## src/rtl/c2f_chunk_consumer.sv

```systemverilog
// C2F chunk-ring consumer: drains QWs from the chunk RAM between the issue
// pointer and the host write pointer at a fractional rate, folds every
// consumed QW into a running checksum, and optionally forwards it on a
// valid/ready stream. rdPtr advances once the last QW of a chunk has left.
module c2f_chunk_consumer #(
    parameter int unsigned NUM_CHUNKS = 16,
    parameter int unsigned CHUNK_SIZE = 4096,
    localparam int unsigned CHUNK_BITS = $clog2(NUM_CHUNKS),
    localparam int unsigned QW_BITS    = $clog2(CHUNK_SIZE / 8)
) (
    input  logic                          pcieClk_in,
    input  logic                          reset_in,
    input  logic [CHUNK_BITS-1:0]         wrPtr_in,
    output logic [CHUNK_BITS-1:0]         rdPtr_out,
    output logic                          rdPtrUpdate_out,
    input  logic [8:0]                    rate_in,
    input  logic                          mode_in,
    output logic                          memRdEn_out,
    output logic [CHUNK_BITS+QW_BITS-1:0] memAddr_out,
    input  logic [63:0]                   memData_in,
    output logic [63:0]                   strmData_out,
    output logic                          strmValid_out,
    input  logic                          strmReady_in,
    input  logic                          csumClear_in,
    output logic [63:0]                   checksum_out
);

    localparam int unsigned QW_PER_CHUNK = CHUNK_SIZE / 8;
    localparam int unsigned ADDR_BITS    = CHUNK_BITS + QW_BITS;

    // One consumed QW plus the tags it carries through the pipeline.
    typedef struct packed {
        logic        last;
        logic        mode;
        logic [63:0] data;
    } entry_t;

    // Issue side
    logic [CHUNK_BITS-1:0] issue_chunk;
    logic [QW_BITS-1:0]    issue_qw;
    logic [7:0]            acc;
    logic                  chunk_mode;
    logic                  mem_rd_en;
    logic [ADDR_BITS-1:0]  mem_addr;
    logic                  rd_mode;
    logic                  rd_last;

    // Return side: RAM data is valid while pend is high
    logic                  pend;
    logic                  pend_mode;
    logic                  pend_last;

    // Two-entry skid FIFO, slot0 is the head
    entry_t                slot0;
    entry_t                slot1;
    logic [1:0]            cnt;
    logic                  strm_valid;

    // Consumer outputs
    logic [63:0]           csum;
    logic [CHUNK_BITS-1:0] rd_ptr;
    logic                  rd_ptr_upd;

    // Combinational control
    logic                  empty_c;
    logic [9:0]            sum_c;
    logic [2:0]            occ_c;
    logic                  eligible_c;
    logic                  issue_c;
    logic                  issue_mode_c;
    logic                  last_qw_c;
    entry_t                arr_c;
    logic                  head_exit_c;
    logic                  bypass_c;
    logic                  push_c;
    logic                  exit_c;
    entry_t                exit_entry_c;
    entry_t                n_slot0;
    entry_t                n_slot1;
    logic [1:0]            n_cnt;
    logic                  strm_valid_d;

    // Exit selection: a mode-0 arrival into an empty FIFO leaves at once,
    // a stored mode-0 head leaves unconditionally, a mode-1 head needs ready.
    always_comb begin
        arr_c        = '{last: pend_last, mode: pend_mode, data: memData_in};
        head_exit_c  = (cnt != 2'd0) && (!slot0.mode || strmReady_in);
        bypass_c     = pend && (cnt == 2'd0) && !pend_mode;
        push_c       = pend && !bypass_c;
        exit_c       = head_exit_c || bypass_c;
        exit_entry_c = bypass_c ? arr_c : slot0;
    end

    // Issue decision: slots still free after this cycle's exit, then rate gate.
    always_comb begin
        empty_c      = (issue_chunk == wrPtr_in);
        sum_c        = 10'(acc) + 10'(rate_in);
        occ_c        = 3'(mem_rd_en) + 3'(pend) + 3'(cnt) - 3'(exit_c);
        eligible_c   = !empty_c && (occ_c < 3'd2);
        issue_c      = eligible_c && (sum_c >= 10'd256);
        issue_mode_c = (issue_qw == '0) ? mode_in : chunk_mode;
        last_qw_c    = (issue_qw == QW_BITS'(QW_PER_CHUNK - 1));
    end

    // Skid FIFO next state: pop the head first, then append the arrival.
    always_comb begin
        n_slot0 = slot0;
        n_slot1 = slot1;
        n_cnt   = cnt;
        if (head_exit_c) begin
            n_slot0 = slot1;
            n_cnt   = cnt - 2'd1;
        end
        if (push_c) begin
            if (n_cnt == 2'd0) begin
                n_slot0 = arr_c;
            end else begin
                n_slot1 = arr_c;
            end
            n_cnt = n_cnt + 2'd1;
        end
        strm_valid_d = (n_cnt != 2'd0) && n_slot0.mode;
    end

    // Issue pointer, phase accumulator and RAM read pipeline.
    always_ff @(posedge pcieClk_in or posedge reset_in) begin
        if (reset_in) begin
            issue_chunk <= '0;
            issue_qw    <= '0;
            acc         <= '0;
            chunk_mode  <= 1'b0;
            mem_rd_en   <= 1'b0;
            mem_addr    <= '0;
            rd_mode     <= 1'b0;
            rd_last     <= 1'b0;
            pend        <= 1'b0;
            pend_mode   <= 1'b0;
            pend_last   <= 1'b0;
        end else begin
            mem_rd_en <= issue_c;
            if (eligible_c) begin
                acc <= sum_c[7:0];
            end
            if (issue_c) begin
                mem_addr   <= {issue_chunk, issue_qw};
                rd_mode    <= issue_mode_c;
                rd_last    <= last_qw_c;
                chunk_mode <= issue_mode_c;
                if (last_qw_c) begin
                    issue_qw    <= '0;
                    issue_chunk <= issue_chunk + CHUNK_BITS'(1);
                end else begin
                    issue_qw <= issue_qw + QW_BITS'(1);
                end
            end
            pend      <= mem_rd_en;
            pend_mode <= rd_mode;
            pend_last <= rd_last;
        end
    end

    // Skid FIFO storage and registered stream valid.
    always_ff @(posedge pcieClk_in or posedge reset_in) begin
        if (reset_in) begin
            slot0      <= '0;
            slot1      <= '0;
            cnt        <= '0;
            strm_valid <= 1'b0;
        end else begin
            slot0      <= n_slot0;
            slot1      <= n_slot1;
            cnt        <= n_cnt;
            strm_valid <= strm_valid_d;
        end
    end

    // Checksum accumulation and read-pointer advance on chunk completion.
    always_ff @(posedge pcieClk_in or posedge reset_in) begin
        if (reset_in) begin
            csum       <= '0;
            rd_ptr     <= '0;
            rd_ptr_upd <= 1'b0;
        end else begin
            if (csumClear_in) begin
                csum <= exit_c ? exit_entry_c.data : 64'd0;
            end else if (exit_c) begin
                csum <= csum + exit_entry_c.data;
            end
            rd_ptr_upd <= exit_c && exit_entry_c.last;
            if (exit_c && exit_entry_c.last) begin
                rd_ptr <= rd_ptr + CHUNK_BITS'(1);
            end
        end
    end

    assign rdPtr_out       = rd_ptr;
    assign rdPtrUpdate_out = rd_ptr_upd;
    assign memRdEn_out     = mem_rd_en;
    assign memAddr_out     = mem_addr;
    assign strmData_out    = slot0.data;
    assign strmValid_out   = strm_valid;
    assign checksum_out    = csum;

endmodule

```

## config.mk

```make
export PLATFORM = sky130hd
export DESIGN_NAME = c2f_chunk_consumer
export DESIGN_NICKNAME = d
export VERILOG_FILES = /design/src/rtl/c2f_chunk_consumer.sv
export SDC_FILE = /design/constraint.sdc
export NUM_CORES = 1
export LEC_CHECK = 0
export ABC_AREA = 0
export BUFFER_PORTS_ARGS = -buffer_cell sky130_fd_sc_hd__buf_2
export CAP_MARGIN = 15
export CORE_MARGIN = 4
export CORE_UTILIZATION = 59
export DETAILED_ROUTE_END_ITERATION = 8
export PLACE_DENSITY_LB_ADDON = 0.2
export SLEW_MARGIN = 25
export SYNTH_ARGS = -nofsm -noshare
export SYNTH_HDL_FRONTEND = slang
export SYNTH_SLANG_ARGS = --single-unit
```

## constraint.sdc

```tcl
create_clock -name pcieClk_in -period 10 [get_ports pcieClk_in]
set_input_delay 0.5 -clock pcieClk_in [delete_from_list [all_inputs] [get_ports pcieClk_in]]
set_output_delay 0.5 -clock pcieClk_in [all_outputs]
set_load 0.005 [all_outputs]
```

After elaboration in Yosys (flattened, before gate mapping) --
Cells that the tools add are included.
Storage, ports and cells: register bits 244, input port bits 82, output and inout bits 148, logic and storage cells 70
Operators by class: add/sub/neg operators 10, magnitude comparators 2, eq/ne operators 2, mux-type cells 11, bitwise operators 1, reductions and logical operators 23
Operator list (number):
- two-way mux 66 bit | 4
- two-way mux 64 bit | 3
- adder 64 bit | 1
- adder 8 x 9 -> 10 bit | 1
- >= comparator 10 x 9 -> 1 bit, second input constant | 1
- adder 9 x 1 -> 9 bit, second input constant | 1
- equality test 9 bit, second input constant | 1
- zero test 9 bit | 1
- two-way mux 9 bit | 1
- adder 4 x 1 -> 4 bit, second input constant | 2
- logical AND 1 bit | 8
- AND reduction 2 bit | 3
- nonzero test 2 bit | 3
- equality test 4 bit | 1
- zero test 1 bit | 4
- zero test 2 bit | 2
- two-way mux 2 bit | 2
- adder 2 x 2 -> 3 bit | 1
- < comparator 3 x 2 -> 1 bit, second input constant | 1
- subtractor 3 x 1 -> 3 bit | 1
- adder 1 x 1 -> 2 bit | 1
- adder 2 x 1 -> 2 bit, second input constant | 1
- logical OR 1 bit | 2
- subtractor 2 x 1 -> 2 bit, second input constant | 1
- other kinds (2) | 2

Longest topological paths before layout --
word-level depth 9, depth in mapped cells 23

Worst setup path after synthesis --
No wires, ideal clock.
path kind flip-flop to flip-flop, from reg cnt[1], to reg issue_qw[8], library setup time 0.125 ns, arrival 4.371 ns, required time 9.875 ns, slack 5.505 ns, stages on the path, launching flop included 21, buffers on the path 4, period minus slack after synthesis 4.495 ns, cells stage by stage dfrtp_1 > inv_1 > ha_1 > a21oi_1 > nor2_1 > clkinv_1 > clkbuf_1 > clkbuf_1 > ha_1 > inv_1 > ha_1 > a21o_1 > fa_1 > xnor2_1 > nor2_1 > o41ai_1 > inv_1 > o31a_1 > clkbuf_1 > buf_2 > mux2_2
On the way: longest elaborated chain between the ends 8, elaborated cells between the ends (all ways) 11
Ends and longest elaborated chain:
- start, declared | line 56 | logic [1:0] cnt;
- start signal, assigned | line 172 | cnt <= n_cnt;
- zero test 2 bit | line 88 | bypass_c = pend && (cnt == 2'd0) && !pend_mode;
- logical AND 1 bit (2 in a row) | line 88
- logical OR 1 bit | line 90 | exit_c = head_exit_c || bypass_c;
- subtractor 3 x 1 -> 3 bit * | line 98 | occ_c = 3'(mem_rd_en) + 3'(pend) + 3'(cnt) - 3'(exit_c);
- < comparator 3 x 2 -> 1 bit * | line 99 | eligible_c = !empty_c && (occ_c < 3'd2);
- logical AND 1 bit * | line 99
- logical AND 1 bit * | line 100 | issue_c = eligible_c && (sum_c >= 10'd256);
- end signal, assigned | line 153 | issue_qw <= issue_qw + QW_BITS'(1);
- end, declared | line 40 | logic [QW_BITS-1:0] issue_qw;
Mark *: on every way between the ends. The rest lies on a longest branch, timed or not. A chain may end at the register's enable or synchronous reset.

Worst setup path in the final report --
from reg cnt[1], to reg csum[62] (netlist: checksum_out[62])
On the way: longest elaborated chain between the ends 7, elaborated cells between the ends (all ways) 12
Ends and longest elaborated chain:
- zero test 2 bit | line 88
- logical AND 1 bit (2 in a row) | line 88
- two-way mux 66 bit | line 91 | exit_entry_c = bypass_c ? arr_c : slot0;
- adder 64 bit | line 187 | csum <= csum + exit_entry_c.data;
- two-way mux 64 bit | line 186 | end else if (exit_c) begin
- two-way mux 64 bit | line 184 | if (csumClear_in) begin
- end signal, assigned | line 185 | csum <= exit_c ? exit_entry_c.data : 64'd0;
- end signal, assigned | line 187
- end, declared | line 60 | logic [63:0] csum;
Several ways; a longest one is shown, not always the timed one. The select of a mux whose other input is x is not followed.

==> impl_metrics.xml <==
<?xml version="1.0" encoding="UTF-8"?>
<metrics>
  <group name="synth">
    <metric name="synth_xor_xnor_area_share" unit="">0.0423</metric>
    <metric name="yosys_register_bits" unit="">244</metric>
    <metric name="post-synth-top-area-cell" unit="">sky130_fd_sc_hd__dfrtp_1</metric>
    <metric name="synth_enable_flop_cells" unit="">0</metric>
    <metric name="synth_adder_area_share" unit="">0.0738</metric>
    <metric name="seq_area_frac_synth" unit="">0.388</metric>
    <metric name="synth_simple_gate_area_frac" unit="">0.157</metric>
    <metric name="mapped_area" unit="um^2">15700</metric>
    <metric name="synthDominantCellAreaShare" unit="">0.388</metric>
    <metric name="ys_async_sr_fraction" unit="">1.00</metric>
    <metric name="synth_area_leaders" unit="">sky130_fd_sc_hd__dfrtp_1, sky130_fd_sc_hd__nand2_1, sky130_fd_sc_hd__ha_1</metric>
    <metric name="synth_top_family_by_area" unit="">compound AO/OA/AOI/OAI gates</metric>
    <metric name="synth_mux_area_frac" unit="">0.117</metric>
    <metric name="postSynthNetCount" unit="">1947</metric>
    <metric name="dominantRegCellSynth" unit="">sky130_fd_sc_hd__dfrtp_1</metric>
    <metric name="syn-instance-count" unit="">1774</metric>
    <metric name="syn_avg_cell_area" unit="um^2">8.86</metric>
    <metric name="synth.yosys.warnings" unit="">0</metric>
    <metric name="number_of_distinct_standard_cells_referenced_by_the_synthesized_netlist" unit="">72</metric>
    <metric name="complex_gate_fraction_of_the_synthesized_area" unit="">0.160</metric>
  </group>
  <group name="timing">
    <metric name="slew_violations" unit="">0</metric>
    <metric name="finalSetupViolations" unit="">0</metric>
    <metric name="maxSlewHeadroom" unit="">0.331</metric>
    <metric name="max_freq" unit="GHz">0.188</metric>
    <metric name="timing.final.crit_share" unit="">0.531</metric>
    <metric name="hold_viol" unit="">0</metric>
    <metric name="rsz0062_at_grt" unit="">false</metric>
    <metric name="setup_tns" unit="ns">0</metric>
    <metric name="finClkSkew" unit="ns">0.0158</metric>
    <metric name="timing.final.crit_period" unit="ns">5.31</metric>
    <metric name="worst_slew_pin_slew" unit="ns">1.00</metric>
  </group>
  <group name="clock_tree">
    <metric name="max-clock-path-buffers" unit="">3</metric>
    <metric name="clk-insertion-delay-late" unit="ns">0.54</metric>
    <metric name="cts-resized-gates" unit="">0</metric>
    <metric name="clk_sink_count" unit="">244</metric>
    <metric name="h-tree-depth" unit="">1</metric>
    <metric name="cts.clk_slew.worst_paths" unit="ns">0.07</metric>
    <metric name="cts-buffers-inserted" unit="">27</metric>
    <metric name="clock_tree_from_tritoncts" unit="">yes</metric>
    <metric name="cts_root_buf" unit="">sky130_fd_sc_hd__clkbuf_16</metric>
    <metric name="postCtsSetupRepairBufs" unit="">0</metric>
    <metric name="number_of_buffers_added_to_fix_hold_violations_after_cts" unit="">0</metric>
  </group>
  <group name="floorplan">
    <metric name="coreArea" unit="um^2">26100</metric>
    <metric name="start_util" unit="">0.602</metric>
    <metric name="chipWidth" unit="um">171</metric>
    <metric name="design.die.area" unit="um^2">29300</metric>
    <metric name="placementRows" unit="">59</metric>
    <metric name="fp.dieH" unit="um">171</metric>
    <metric name="design.portCount" unit="">230</metric>
  </group>
  <group name="power_and_ir_drop">
    <metric name="p_int" unit="mW">4.31</metric>
    <metric name="vdd_ir_drop_max" unit="uV">275</metric>
    <metric name="powerDensity" unit="nW/um^2">451</metric>
    <metric name="total_leakage_power" unit="nW">8.75</metric>
    <metric name="portion_of_total_power_attributed_to_the_clock_network" unit="">0.138</metric>
    <metric name="power.net_switching" unit="mW">3.62</metric>
    <metric name="power.combinational.fraction" unit="">0.630</metric>
    <metric name="sw_frac_of_total" unit="">0.456</metric>
    <metric name="pwr-share-seq" unit="">0.232</metric>
  </group>
  <group name="job">
    <metric name="maxCapViolCount" unit="">0</metric>
  </group>
  <group name="placed_design">
    <metric name="placedInstanceArea" unit="um^2">16600</metric>
    <metric name="gp_congestion" unit="">0.979</metric>
    <metric name="dp_hpwl" unit="um">28400</metric>
    <metric name="count_of_buffers_inserted_at_the_top_level_ports" unit="">229</metric>
  </group>
  <group name="cells_and_area">
    <metric name="number_of_diodes" unit="">0</metric>
    <metric name="fin_area" unit="um^2">17600</metric>
    <metric name="finish.net_count" unit="">2061</metric>
    <metric name="layout.cells.most_common_list" unit="">sky130_fd_sc_hd__nand2_1, sky130_fd_sc_hd__dfrtp_1, sky130_fd_sc_hd__buf_2, sky130_fd_sc_hd__a21oi_1, sky130_fd_sc_hd__o21ai_0</metric>
    <metric name="final_layout_size_suffix_gt1_frac" unit="">0.211</metric>
    <metric name="utilization" unit="">0.673</metric>
    <metric name="most_common_cell_after_layout_fill_and_taps_aside" unit="">sky130_fd_sc_hd__nand2_1</metric>
    <metric name="area_growth" unit="%">11.9</metric>
  </group>
  <group name="critical_path">
    <metric name="critPathSlowestCell" unit="">sky130_fd_sc_hd__o21ai_0</metric>
    <metric name="crit_path_cell_trace" unit="">inv_1, ha_1, nand2b_1, or2_2, buf_4, nand2_1, nand2_1, ha_1, a21o_1, a31o_2, a21oi_1, o21ai_0, o21ai_0, a21boi_0, o41a_1, o21ai_1, o21ai_1, mux2i_1, o211ai_1</metric>
    <metric name="path_buf_inv" unit="">2</metric>
    <metric name="crit_type" unit="">flip-flop to flip-flop</metric>
    <metric name="top_fanout_value_on_the_critical_path" unit="">40</metric>
    <metric name="worst_setup_path_start_kind" unit="">flip-flop</metric>
    <metric name="crit_required" unit="ns">10.38</metric>
    <metric name="critical_path.top_delay_family" unit="">compound AO/OA/AOI/OAI gates</metric>
    <metric name="worstSetupEndpointType" unit="">flip-flop</metric>
    <metric name="worstPathArrival" unit="ns">5.69</metric>
    <metric name="worst_path_largest_cell_delay" unit="ns">0.57</metric>
  </group>
  <group name="route">
    <metric name="antenna_violating_nets_post_route" unit="">0</metric>
    <metric name="drt-vias-per-instance" unit="">5.87</metric>
    <metric name="routedWlPerCell" unit="um">17.7</metric>
    <metric name="detail_route.drc_violations" unit="">0</metric>
    <metric name="first_iter_violations" unit="">1006</metric>
    <metric name="firstDrtPassIters" unit="">5</metric>
    <metric name="routed-via-count" unit="">13200</metric>
    <metric name="route.final.wire_length" unit="um">39700</metric>
  </group>
  <group name="global_route">
    <metric name="gr-usage-all-layers" unit="">0.265</metric>
    <metric name="antenna_violations_before_repair" unit="">2</metric>
    <metric name="total_grt_overflow" unit="">0</metric>
    <metric name="grt_max_degree" unit="">123</metric>
    <metric name="grt_pass1_wl" unit="um">64900</metric>
    <metric name="via_count_of_the_first_global_routing_pass" unit="">12900</metric>
  </group>
  <group name="hold_path">
    <metric name="hold_class" unit="">input port to asynchronous set/reset pin</metric>
  </group>
  <group name="status">
    <metric name="outcome" unit="">finished clean</metric>
  </group>
</metrics>
[flip-flops by register name, summed over array words and instances, names as in the netlist]
signal           flops
strmValid_out        1
pend_mode            1
strmData_out        64
rdPtrUpdate_out      1
slot1               66
checksum_out        64
issue_qw             9
memAddr_out         13
issue_chunk          4
memRdEn_out          1
pend                 1
acc                  8
rdPtr_out            4
rd_last              1
cnt                  2
slot0                2
pend_last            1
rd_mode              1
[path summary, 6_finish.rpt]
kind | from | end | slack (ns) | cells after the start
setup / recovery | cnt[1] | checksum_out[62] | 4.69 | 19
hold / removal | reset_in | strmData_out[13] | 0.09 | 2
setup reg to reg | cnt[1] | checksum_out[62] | 4.69 | 19
hold reg to reg | rd_mode | pend_mode | 0.38 | 0
max in group asynchronous | reset_in | slot1[45] | 7.71 | 4
min in group pcieClk_in | mode_in | rd_mode | 0.21 | 2
[cell type report]
type | instances | area [um^2]
Timing Repair Buffer | 239 | 1230
Tap cell | 335 | 419
Fill cell | 2158 | 8540
Multi-Input combinational cell | 1333 | 8700
Sequential cell | 244 | 6110
Inverter | 43 | 171
Clock inverter | 17 | 253
Clock buffer | 32 | 724
[logic make-up (layout without fill, tap and decap cells)]
kind of cell               after synthesis  in the layout
and+or+nand+nor                        579            579
AOI/OAI and AO/OA                      415            415
DFF                                    244            244
buffers and inverters                  197            331
muxes                                  172            172
adders and majority gates               91             91
xor gates and xnor gates                76             76
[cells in the mapped netlist, types with 6 or more instances]
master / instances
sky130_fd_sc_hd__o31ai_1: 6
sky130_fd_sc_hd__o21ai_0: 133
sky130_fd_sc_hd__inv_1: 41
sky130_fd_sc_hd__a21o_1: 28
sky130_fd_sc_hd__mux2_2: 85
sky130_fd_sc_hd__nand3_1: 85
sky130_fd_sc_hd__nor3_1: 10
sky130_fd_sc_hd__buf_4: 64
sky130_fd_sc_hd__mux2i_1: 86
sky130_fd_sc_hd__o21a_1: 6
sky130_fd_sc_hd__xnor2_1: 40
sky130_fd_sc_hd__nor2_1: 121
sky130_fd_sc_hd__nand2_1: 300
sky130_fd_sc_hd__a21oi_1: 160
sky130_fd_sc_hd__nand2b_1: 10
sky130_fd_sc_hd__ha_1: 88
sky130_fd_sc_hd__dfrtp_1: 244
sky130_fd_sc_hd__clkbuf_1: 82
sky130_fd_sc_hd__xor2_1: 36
sky130_fd_sc_hd__and3_1: 8
sky130_fd_sc_hd__nand4_1: 17
sky130_fd_sc_hd__o21bai_1: 8
sky130_fd_sc_hd__o211ai_1: 14
sky130_fd_sc_hd__a31oi_1: 9
[through the flow]
stage / cells / power, mW / hold slack (ns) / setup WS [ns]
2_1_floorplan: 1774 / 5.69 / 0.349 / 2.80
3_3_place_gp: 2194 / 6.66 / 0.361 / 4.81
3_5_place_dp: 2194 / 6.80 / 0.366 / 4.64
4_1_cts: 2243 / 7.94 / 0.166 / 4.62
5_1_grt: 2243 / 8.64 / 0.183 / 4.21
6_report: 2243 / 7.93 / 0.0887 / 4.69
[power groups by stage]
| stage | combinational (mW) | clock, mW | sequential, mW |
|---|---|---|---|
| 6_report | 5.00 | 1.09 | 1.84 |
| 5_1_grt | 5.60 | 1.15 | 1.90 |
| 4_1_cts | 4.99 | 1.11 | 1.83 |
| 3_5_place_dp | 4.96 | 0 | 1.84 |
| 3_3_place_gp | 4.83 | 0 | 1.82 |
| 2_1_floorplan | 3.93 | 0 | 1.76 |
[per-layer routing]
metal  up-vias  GRT usage  share of wire
li1       6362          -              -
met1      6356      0.370           0.45
met2       381      0.424           0.46
met3        67     0.0556          0.068
met4         4     0.0768          0.024
met5         -          0        0.00068
(Power assumes the default switching activity.)
